### src/rtl/accum_seq.sv
// Accumulator sequencer: walks n_terms passes over n_pos psum positions, issues psum
// reads/write-backs and accumulator flags. Option macro: ACCUM_SEQ_SKIP_FIRST_READ_EN.
module accum_seq #(
    parameter int unsigned DWIDTH = 16,
    parameter int unsigned AWIDTH = 10,
    parameter int unsigned CWIDTH = 8,
    parameter int unsigned RD_LAT = 1
) (
    input  logic              clk,
    input  logic              reset,
    input  logic              start,
    input  logic [CWIDTH-1:0] n_pos,
    input  logic [CWIDTH-1:0] n_terms,
    input  logic [AWIDTH-1:0] base_addr,
    input  logic              in_valid,
    output logic              in_ready,
    output logic              psum_re,
    output logic [AWIDTH-1:0] psum_raddr,
    output logic              psum_we,
    output logic [AWIDTH-1:0] psum_waddr,
    output logic              acc_init,
    output logic              acc_we,
    output logic              busy,
    output logic              done
);

    // Out-of-range read latency falls back to a single stage
    localparam int unsigned       LAT   = (RD_LAT >= 1 && RD_LAT <= 3 && DWIDTH > 0) ? RD_LAT : 1;
    localparam logic [CWIDTH-1:0] LAT_C = CWIDTH'(LAT);

    typedef enum logic [1:0] {S_IDLE, S_RUN, S_DRAIN, S_DONE} state_t;

    state_t            r_state, w_next;
    logic [CWIDTH-1:0] r_npos, r_nterms, r_p, r_k;
    logic [AWIDTH-1:0] r_base;
    logic [LAT-1:0]    r_tv, r_tf, r_tl;
    logic [AWIDTH-1:0] r_ta [LAT];

    logic w_accept, w_plast, w_klast, w_first, w_inflight, w_pend, w_hazard, w_zero;

    always_comb begin
        w_plast    = (r_p == r_npos - 1'b1);
        w_klast    = (r_k == r_nterms - 1'b1);
        w_first    = (r_k == '0);
        w_zero     = (n_pos == '0) || (n_terms == '0);
        w_inflight = |r_tv;
        // Tags still queued behind the stage that is writing back this cycle
        w_pend     = 1'b0;
        for (int unsigned i = 0; i + 1 < LAT; i++) begin
            w_pend = w_pend | r_tv[i];
        end
        w_hazard   = (r_npos <= LAT_C) && w_inflight;
        in_ready   = (r_state == S_RUN) && !w_hazard;
        w_accept   = in_valid && in_ready;
    end

    always_comb begin
        w_next = r_state;
        case (r_state)
            S_IDLE:  if (start) w_next = w_zero ? S_DONE : S_RUN;
            S_RUN:   if (w_accept && w_plast && w_klast) w_next = S_DRAIN;
            S_DRAIN: if (!w_pend) w_next = S_DONE;
            S_DONE:  w_next = S_IDLE;
            default: w_next = S_IDLE;
        endcase
    end

    always_comb begin
`ifdef ACCUM_SEQ_SKIP_FIRST_READ_EN
        psum_re = w_accept && !w_first;
`else
        psum_re = w_accept;
`endif
        psum_raddr = r_base + AWIDTH'(r_p);
        psum_we    = r_tv[LAT-1];
        psum_waddr = r_ta[LAT-1];
        acc_init   = r_tv[LAT-1] & r_tf[LAT-1];
        acc_we     = r_tv[LAT-1] & r_tl[LAT-1];
        busy       = (r_state == S_RUN) || (r_state == S_DRAIN);
        done       = (r_state == S_DONE);
    end

    always_ff @(posedge clk or posedge reset) begin
        if (reset) r_state <= S_IDLE;
        else       r_state <= w_next;
    end

    always_ff @(posedge clk or posedge reset) begin
        if (reset) begin
            r_npos   <= '0;
            r_nterms <= '0;
            r_base   <= '0;
            r_p      <= '0;
            r_k      <= '0;
            r_tv     <= '0;
            r_tf     <= '0;
            r_tl     <= '0;
            for (int unsigned i = 0; i < LAT; i++) r_ta[i] <= '0;
        end else begin
            if (r_state == S_IDLE && start) begin
                r_npos   <= n_pos;
                r_nterms <= n_terms;
                r_base   <= base_addr;
                r_p      <= '0;
                r_k      <= '0;
            end else if (w_accept) begin
                if (w_plast) begin
                    r_p <= '0;
                    r_k <= r_k + 1'b1;
                end else begin
                    r_p <= r_p + 1'b1;
                end
            end
            r_tv[0] <= w_accept;
            r_ta[0] <= psum_raddr;
            r_tf[0] <= w_first;
            r_tl[0] <= w_klast;
            for (int unsigned i = 1; i < LAT; i++) begin
                r_tv[i] <= r_tv[i-1];
                r_ta[i] <= r_ta[i-1];
                r_tf[i] <= r_tf[i-1];
                r_tl[i] <= r_tl[i-1];
            end
        end
    end

endmodule

### config.mk
export PLATFORM = sky130hd
export DESIGN_NAME = accum_seq
export DESIGN_NICKNAME = d
export VERILOG_FILES = /design/src/rtl/accum_seq.sv
export SDC_FILE = /design/constraint.sdc
export NUM_CORES = 1
export LEC_CHECK = 0
export BUFFER_PORTS_ARGS = -buffer_cell sky130_fd_sc_hd__buf_2
export CELL_PAD_IN_SITES_DETAIL_PLACEMENT = 1
export CELL_PAD_IN_SITES_GLOBAL_PLACEMENT = 1
export CORE_UTILIZATION = 41
export DETAILED_ROUTE_END_ITERATION = 10
export GPL_TIMING_DRIVEN = 0
export HOLD_SLACK_MARGIN = 0.1
export PLACE_DENSITY_LB_ADDON = 0.12
export SYNTH_ARGS = -nofsm -noshare
export SYNTH_HDL_FRONTEND = slang
export SYNTH_SLANG_ARGS = --single-unit
### constraint.sdc
create_clock -name clk -period 7.95 [get_ports clk]
set_clock_uncertainty 0.1 [all_clocks]
set_input_delay 1.59 -clock clk [delete_from_list [all_inputs] [get_ports clk]]
set_output_delay 1.59 -clock clk [all_outputs]
set_load 0.005 [all_outputs]
== Word-level counts from Yosys, hierarchy flattened ==
Index checks and enable logic that the tools add are counted.

* Add/sub/neg operators: 5
* Magnitude comparators: 1
* Muxes and demuxes: 10
* Bitwise operators: 2
* Reduce and logical (&&, ||, !) cells: 17
* Eq/ne operators: 7

{| class="wikitable"
|+ Operators with widths
! kind !! count
|-
| $mux W8 || 6
|-
| $logic_not A8 Y1 || 3
|-
| $add A8 B1 Y8 const B || 2
|-
| $eq A8 B8 Y1 || 2
|-
| $sub A8 B1 Y8 const B || 2
|-
| $add A10 B8 Y10 || 1
|-
| $le A8 B1 Y1 const B || 1
|-
| $pmux W2 S4 || 1
|-
| $logic_and A1 B1 Y1 || 6
|-
| $mux W2 || 3
|-
| $eq A2 B2 Y1 const B || 2
|-
| $reduce_and A2 Y1 || 2
|-
| $reduce_bool A2 Y1 || 2
|-
| $and A1 B1 Y1 || 2
|-
| $eq A2 B1 Y1 const B || 1
|-
| $logic_not A2 Y1 || 1
|-
| $logic_or A1 B1 Y1 || 2
|-
| $ne A2 B1 Y1 const B || 1
|-
| $ne A2 B2 Y1 const B || 1
|-
| $logic_not A1 Y1 || 1
|}

* Output and inout port bits: 27
* Word-level logic and storage cells: 52
* Flip-flop bits (word level): 57
* Input bits: 30

== Depth between registers and ports, before layout ==
Gate-level depths: netlist of the first run.

* Depth in word-level cells: 9
* Gate-level depth with buffers: 10

== Least setup slack after synthesis of the first run ==
Ideal clock, no wire load.

* Path kind: register -> output
* Start: register r_p[0]
* End: output port psum_raddr[8]
* Arrival: 1.875 ns
* Required time: 6.260 ns
* Path slack: 4.385 ns
* Stages on the path, launching flop included: 11
* Buffers on the path: 0
* Path through: dfrtp_1 ha_1 inv_1 fa_1 nor2b_1 o21ai_0 nand2b_1 a21o_1 a21oi_1 o21ai_0 xor2_1

* Cells in the longest elaborated chain, start to end: 1

{| class="wikitable"
|+ RTL lines
! item !! RTL line !! text
|-
| start, declared || 34 || <nowiki>logic [CWIDTH-1:0] r_npos, r_nterms, r_p, r_k;</nowiki>
|-
| start signal, assigned || 111 || <nowiki>r_p <= r_p + 1'b1;</nowiki>
|-
| $add A10 B8 Y10 || 74 || <nowiki>psum_raddr = r_base + AWIDTH'(r_p);</nowiki>
|-
| end, declared || 18 || <nowiki>output logic [AWIDTH-1:0] psum_raddr,</nowiki>
|}

Every way passes these cells.

== Final worst setup path of the first run ==
Ends and elaborated chain as after synthesis.

==> out/metrics.cfg, run 1 <==
[logic_synthesis]
synth_largest_area_cell = dfrtp_1
yosys_warnings = 0
syn_avg_cell_area_um2 = 10.18
synth_ff_type = dfrtp_1
synth-edff-count = 0
syn_area_um2 = 3238
yosys.cell_types.count = 52
synth_top_area_share_pct = 44.05
synthCells = 318
yosys-top-cells-area = dfrtp_1 (44%), ha_1 (7.3%), mux2_2 (6.6%)
synthArstFlopShare_pct = 100.0
yosysSeqAreaShare_pct = 44.05
syn_nets = 368
ys_ff_latch = 57

[critical_path]
crit_required_ns = 6.26
cpMaxStageDelayCell = dfrtp_1
arrival_ns = 2.60
slowest_delay_ns = 0.47
critPathMaxFanout = 5
worstSetupStartpointType = flip-flop
crit_top_cell = o21ai_0
crit_chain = ha_1, inv_1, fa_1, nor2b_1, o21ai_0, nand2b_1, a21o_1, a21oi_1, o21ai_0, xor2_1, buf_2
path_class = reg -> out
end_kind = output pin

[power]
p_per_area_nw_per_um2 = 353.1
p_leak_uw = 0.001825
vdd.ir_drop.worst_uv = 135.0

[global_routing]
grt_pass1_wl_mm = 13.49
use_met1_pct = 25.66
grt_usage_pct = 20.83
met3_usage_pct = 2.862
gr-total-overflow = 0
grt_pass1_vias = 2827
grt_max_degree = 38
busiest_layer = met2
use_met2_pct = 36.17
grt_antenna_before_repair = 0

[layout]
final_common_cell = dfrtp_1
nFillCells = 923
layoutNonFillerInstCount = 493
fin_util_pct = 50.37
layout_common_cells = dfrtp_1 (57), buf_2 (56), nand2_1 (26)
syn_to_final_growth_pct = 19.59
drive_above_1_share_pct = 26.09
nets = 436
num_antenna_cells = 0

[route]
drc = 0
dr.pass1.iters = 4
drt_iter0_markers = 62
wl_per_cell_um = 16.00
vias_per_cell = 5.329
vias = 2627
totalWireLength_mm = 7.890
drtAntennaViolNets = 0

[timing]
rsz0062_at_grt = false
maxSlewViolCount = 0
setup_viol = 0
fin_setup_tns_ns = 0
holdWs_ns = 0.3880
worst_pin_slew_ns = 0.6885
maxSlewHeadroom_pct = 54.10
fin_crit_sh_pct = 53.92
max_freq_ghz = 0.2333
hold_viol_final = 0
min_period_ns = 4.287

[run]
drv_cap = 0

[die]
io_pins = 57
rows = 32
fp.dieW_um = 90.87
fp.dieH_um = 90.87
dieArea_um2 = 8257
start_util_pct = 42.12
coreArea_um2 = 7687

[clocking]
cts_setup_buffers = 0
cts.reportedPaths.clkPinSlew_ns = 0.07
clk_latency_ns = 0.34
cts.path.max_buffers = 2
cts-resized-gates = 0
numClockSinks = 57
cts_tree = yes
h-tree-depth = 3
cts_hold_buf = 0
cts_root_buf = clkbuf_8
cts-buffers-inserted = 9

[status]
status = finished clean

[place]
place.gp.congestion = 0.7475
post-place-cells = 477
port_buffers = 56
dp_hpwl_mm = 5.825

[min_path]
min_path_type = reg -> reg

[critical path: cells and delay by family, from the launching register on]
| kind | cells | cell delay, ns |
|---|---|---|
| AO/OA/AOI/OAI | 4 | 0.55 |
| XOR/XNOR | 1 | 0.20 |
| adder cells (fa/ha/maj) | 2 | 0.62 |
| buffers and inverters | 2 | 0.20 |
| flip-flops | 1 | 0.47 |
| AND/OR/NAND/NOR | 2 | 0.23 |
[flip-flops by register name, indices dropped and copies added, names as in the netlist, 2 cells and up]
name	flops
r_p	8
r_state	2
r_npos	8
r_nterms	8
r_k	8
psum_waddr	10
r_base	10
[report_power, final]
group          switching (uW)  internal [uW]  total, uW
Clock                     126            162        288
Sequential                101            400        501
Combinational             297            282        579
Total                     523            844       1370
[layout make-up]
class	count	area, um^2	area share, %
Buffer	10	45.04	1.163
Clock buffer	12	155.1	4.006
Clock inverter	4	51.30	1.325
Inverter	18	67.56	1.745
Multi-Input combinational cell	233	1699	43.88
Sequential cell	57	1426	36.83
Tap cell	102	127.6	3.296
Timing Repair Buffer	57	300.3	7.754
[cells by family after synthesis]
| kind of cell | synth area share, % |
|---|---|
| buffers and inverters | 3.478 |
| AND/OR/NAND/NOR | 18.39 |
| flip-flops | 44.05 |
| adder cells (fa/ha/maj) | 7.960 |
| multiplexers | 7.535 |
| AO/OA/AOI/OAI | 10.20 |
| XOR/XNOR | 8.385 |
[routing by layer]
metal | vias to the layer above | part of all wire [%]
met5 | - | 0
met2 | 36 | 51
met3 | 15 | 2.4
met1 | 1329 | 45
li1 | 1247 | -
met4 | 0 | 1.9
[metrics by stage]
stage	total power, uW	instance area (um^2)	worst slack, ns
after floorplan	887.4	3238	4.385
after global placement	1062	3646	4.010
after detailed placement	1087	3666	4.007
after CTS	1386	3872	3.614
after global routing	1476	3872	3.431
final	1367	3872	3.663
[worst paths after layout]
path / startpoint / to / slack [ns] / cells past startpoint
hold / removal: r_base[9] / psum_waddr[9] / 0.39 / 1
min in group asynchronous: reset / r_npos[2] / 1.17 / 2
hold reg to reg: r_base[9] / psum_waddr[9] / 0.39 / 1
max in group asynchronous: reset / psum_we / 5.99 / 3
setup / recovery: r_p[0] / psum_raddr[8] / 3.66 / 11
setup reg to reg: r_npos[0] / r_p[3] / 5.11 / 10
[synth_stat cells, drive strengths merged (7+ instances only)]
library cell,number
xor2,13
a21oi,11
xnor2,18
inv,18
nand3,10
nor2,19
nor4,9
dfrtp,57
nand2,27
mux2,19
clkbuf,7
ha,19
o21ai,17
Power figures use the tool's default switching activity.
==> inputs of run 2 (changes only) <==
--- a/config.mk
+++ b/config.mk
@@ -8,7 +8,7 @@
 export BUFFER_PORTS_ARGS = -buffer_cell sky130_fd_sc_hd__buf_2
 export CELL_PAD_IN_SITES_DETAIL_PLACEMENT = 1
 export CELL_PAD_IN_SITES_GLOBAL_PLACEMENT = 1
-export CORE_UTILIZATION = 41
+export CORE_UTILIZATION = 39
 export DETAILED_ROUTE_END_ITERATION = 10
 export GPL_TIMING_DRIVEN = 0
 export HOLD_SLACK_MARGIN = 0.1
==> constraint.sdc (replaced) <==
create_clock -name clk -period 3.8 [get_ports clk]
set_clock_uncertainty 0.1 [all_clocks]
set_input_delay 0.76 -clock clk [delete_from_list [all_inputs] [get_ports clk]]
set_output_delay 0.76 -clock clk [all_outputs]
set_load 0.005 [all_outputs]
==> run 2 against run 1 <==
Hold slack worse by 0.087 ns. Non-clock buffer count stayed put. Setup slack worse by 3.4 ns. Die area rose by 5.0%. Largest power group unchanged.
==> out/metrics.cfg, run 2 (synthesis results as in run 1) <==
[critical_path]
worst-path-buf-inv = 2  ; unchanged
end_kind = output pin  ; unchanged
slowest_delay_ns = 0.49  ; was 0.47 ns
crit_chain = ha_1, inv_1, fa_1, nor2b_1, o21ai_0, nand2b_1, a21o_1, a21oi_1, o21ai_0, xor2_1, buf_2  ; unchanged
worstSetupStartpointType = flip-flop  ; unchanged
critPathMaxFanout = 5  ; unchanged
critical_path.top_delay_family = adder cells  ; unchanged
path_class = reg -> out  ; unchanged
crit_top_cell = o21ai_0  ; unchanged
cpMaxStageDelayCell = dfrtp_1  ; unchanged
arrival_ns = 2.65  ; was 2.60 ns
crit_required_ns = 2.94  ; was 6.26 ns

[layout]
num_antenna_cells = 0  ; unchanged
drive_above_1_share_pct = 26.09  ; unchanged
layout_common_cells = dfrtp_1 (57), buf_2 (56), nand2_1 (26)  ; unchanged
syn_to_final_growth_pct = 20.21  ; was 19.59%
nFillCells = 915  ; was 923
final_common_cell = dfrtp_1  ; unchanged
nets = 436  ; unchanged

[power]
clkPwrFrac_pct = 21.9  ; was 21.1%
p_leak_uw = 0.001838  ; was 0.001825 uW
switching_share_pct = 37.38  ; was 38.26%
pwr-share-comb_pct = 42.1  ; was 42.3%
p_int_uw = 1822  ; was 844.2 uW
p_per_area_nw_per_um2 = 747.4  ; was 353.1 nW/um^2
vdd.ir_drop.worst_uv = 328.0  ; was 135.0 uV
switchingPower_uw = 1087  ; was 523.2 uW
power.share.sequential_pct = 36.1  ; was 36.6%

[clocking]
cts_tree = yes  ; unchanged
cts_root_buf = clkbuf_8  ; unchanged
h-tree-depth = 3  ; unchanged
cts-resized-gates = 0  ; unchanged
cts_hold_buf = 0  ; unchanged
clk_latency_ns = 0.34  ; about the same
cts_setup_buffers = 0  ; unchanged
cts-buffers-inserted = 9  ; unchanged
cts.reportedPaths.clkPinSlew_ns = 0.07  ; about the same
numClockSinks = 57  ; unchanged
cts.path.max_buffers = 2  ; unchanged

[die]
io_pins = 57  ; unchanged
coreArea_um2 = 7888  ; was 7687 um^2
rows = 32  ; unchanged
fp.dieW_um = 93.12  ; was 90.87 um
start_util_pct = 41.05  ; was 42.12%
dieArea_um2 = 8671  ; was 8257 um^2
fp.dieH_um = 93.12  ; was 90.87 um

[route]
drtAntennaViolNets = 0  ; unchanged
totalWireLength_mm = 7.858  ; was 7.890 mm
drc = 0  ; unchanged
drt_iter0_markers = 54  ; was 62
vias = 2605  ; was 2627
wl_per_cell_um = 15.94  ; was 16.00 um
dr.pass1.iters = 4  ; unchanged
vias_per_cell = 5.284  ; was 5.329

[place]
pre_cts_slack_ns = 0.6456  ; was 4.007 ns
dp_hpwl_mm = 5.773  ; was 5.825 mm
port_buffers = 56  ; unchanged
place.gp.congestion = 0.7541  ; was 0.7475

[timing]
min_period_ns = 3.506
maxSlewHeadroom_pct = 52.70  ; was 54.10%
setup_viol = 0  ; unchanged
fin_crit_sh_pct = 92.25
fin_ws_ns = 0.2943  ; was 3.663 ns
maxSlewViolCount = 0  ; unchanged
hold_viol_final = 0  ; unchanged
max_freq_ghz = 0.2853
fin_setup_tns_ns = 0  ; unchanged
rsz0062_at_grt = false  ; unchanged
worst_pin_slew_ns = 0.7095  ; was 0.6885 ns
holdWs_ns = 0.3009  ; was 0.3880 ns

[global_routing]
grt_pass1_vias = 2839  ; was 2827
grt_max_degree = 42  ; was 38
grt_pass1_wl_mm = 13.54  ; was 13.49 mm
grt_usage_pct = 20.40  ; was 20.83%
grt_antenna_before_repair = 0  ; unchanged
gr-total-overflow = 0  ; unchanged

[run]
drv_cap = 0  ; unchanged

[min_path]
min_path_type = in -> async  ; was reg -> reg

[status]
status = finished clean  ; unchanged

## run 2: path summary, 6_finish.rpt
check | from | endpoint | slack, ns | cells after the start
worst max-delay path | r_p[0] | psum_raddr[8] | 0.29 | 11
worst min-delay path | reset | r_k[2] | 0.30 | 2
worst max register to register | r_npos[2] | r_k[4] | 1.05 | 8
worst min register to register | r_base[9] | psum_waddr[9] | 0.39 | 1
max in group asynchronous | reset | psum_waddr[7] | 2.73 | 3
min in group clk | r_base[9] | psum_waddr[9] | 0.39 | 1
## run 2: cell type report
cell class              instances  area [um^2]  area share, %
multi-input cells             233         1699          43.65
clock inverters                 1        30.03         0.7715
clock buffers                  15        196.4          5.047
plain buffers                  10        45.04          1.157
repair buffers                 57        300.3          7.715
flip-flops and latches         57         1426          36.64
inverters                      18        67.56          1.736
well taps                     102        127.6          3.279
## run 2: metal layers
metal	track usage [%]	part of all wire, %	vias up	routed length, um
met3	5.203	2.7	14	216
met5	0	0	-	0
met4	6.538	1.6	0	124
li1	-	-	1251	-
met2	34.01	48	38	3767
met1	25.81	48	1302	3749
## run 2: power groups by stage
stage	Sequential (uW)	Combinational [uW]	Clock (uW)
final	1050	1220	636
after global placement	1050	1180	0
after detailed placement	1070	1230	0
after CTS	1060	1250	653
after floorplan	1010	850	0
after global routing	1090	1390	678
## run 2: metrics by stage
stage          instance area (um^2)  utilization, %  total power, uW  std cells
5_1_grt                        3892           49.35             3156        493
4_1_cts                        3892           49.35             2955        493
3_3_place_gp                   3646           46.22             2229        476
2_1_floorplan                  3238               -             1856        318
6_report                       3892           49.35             2909        493
3_5_place_dp                   3666           46.48             2294        477
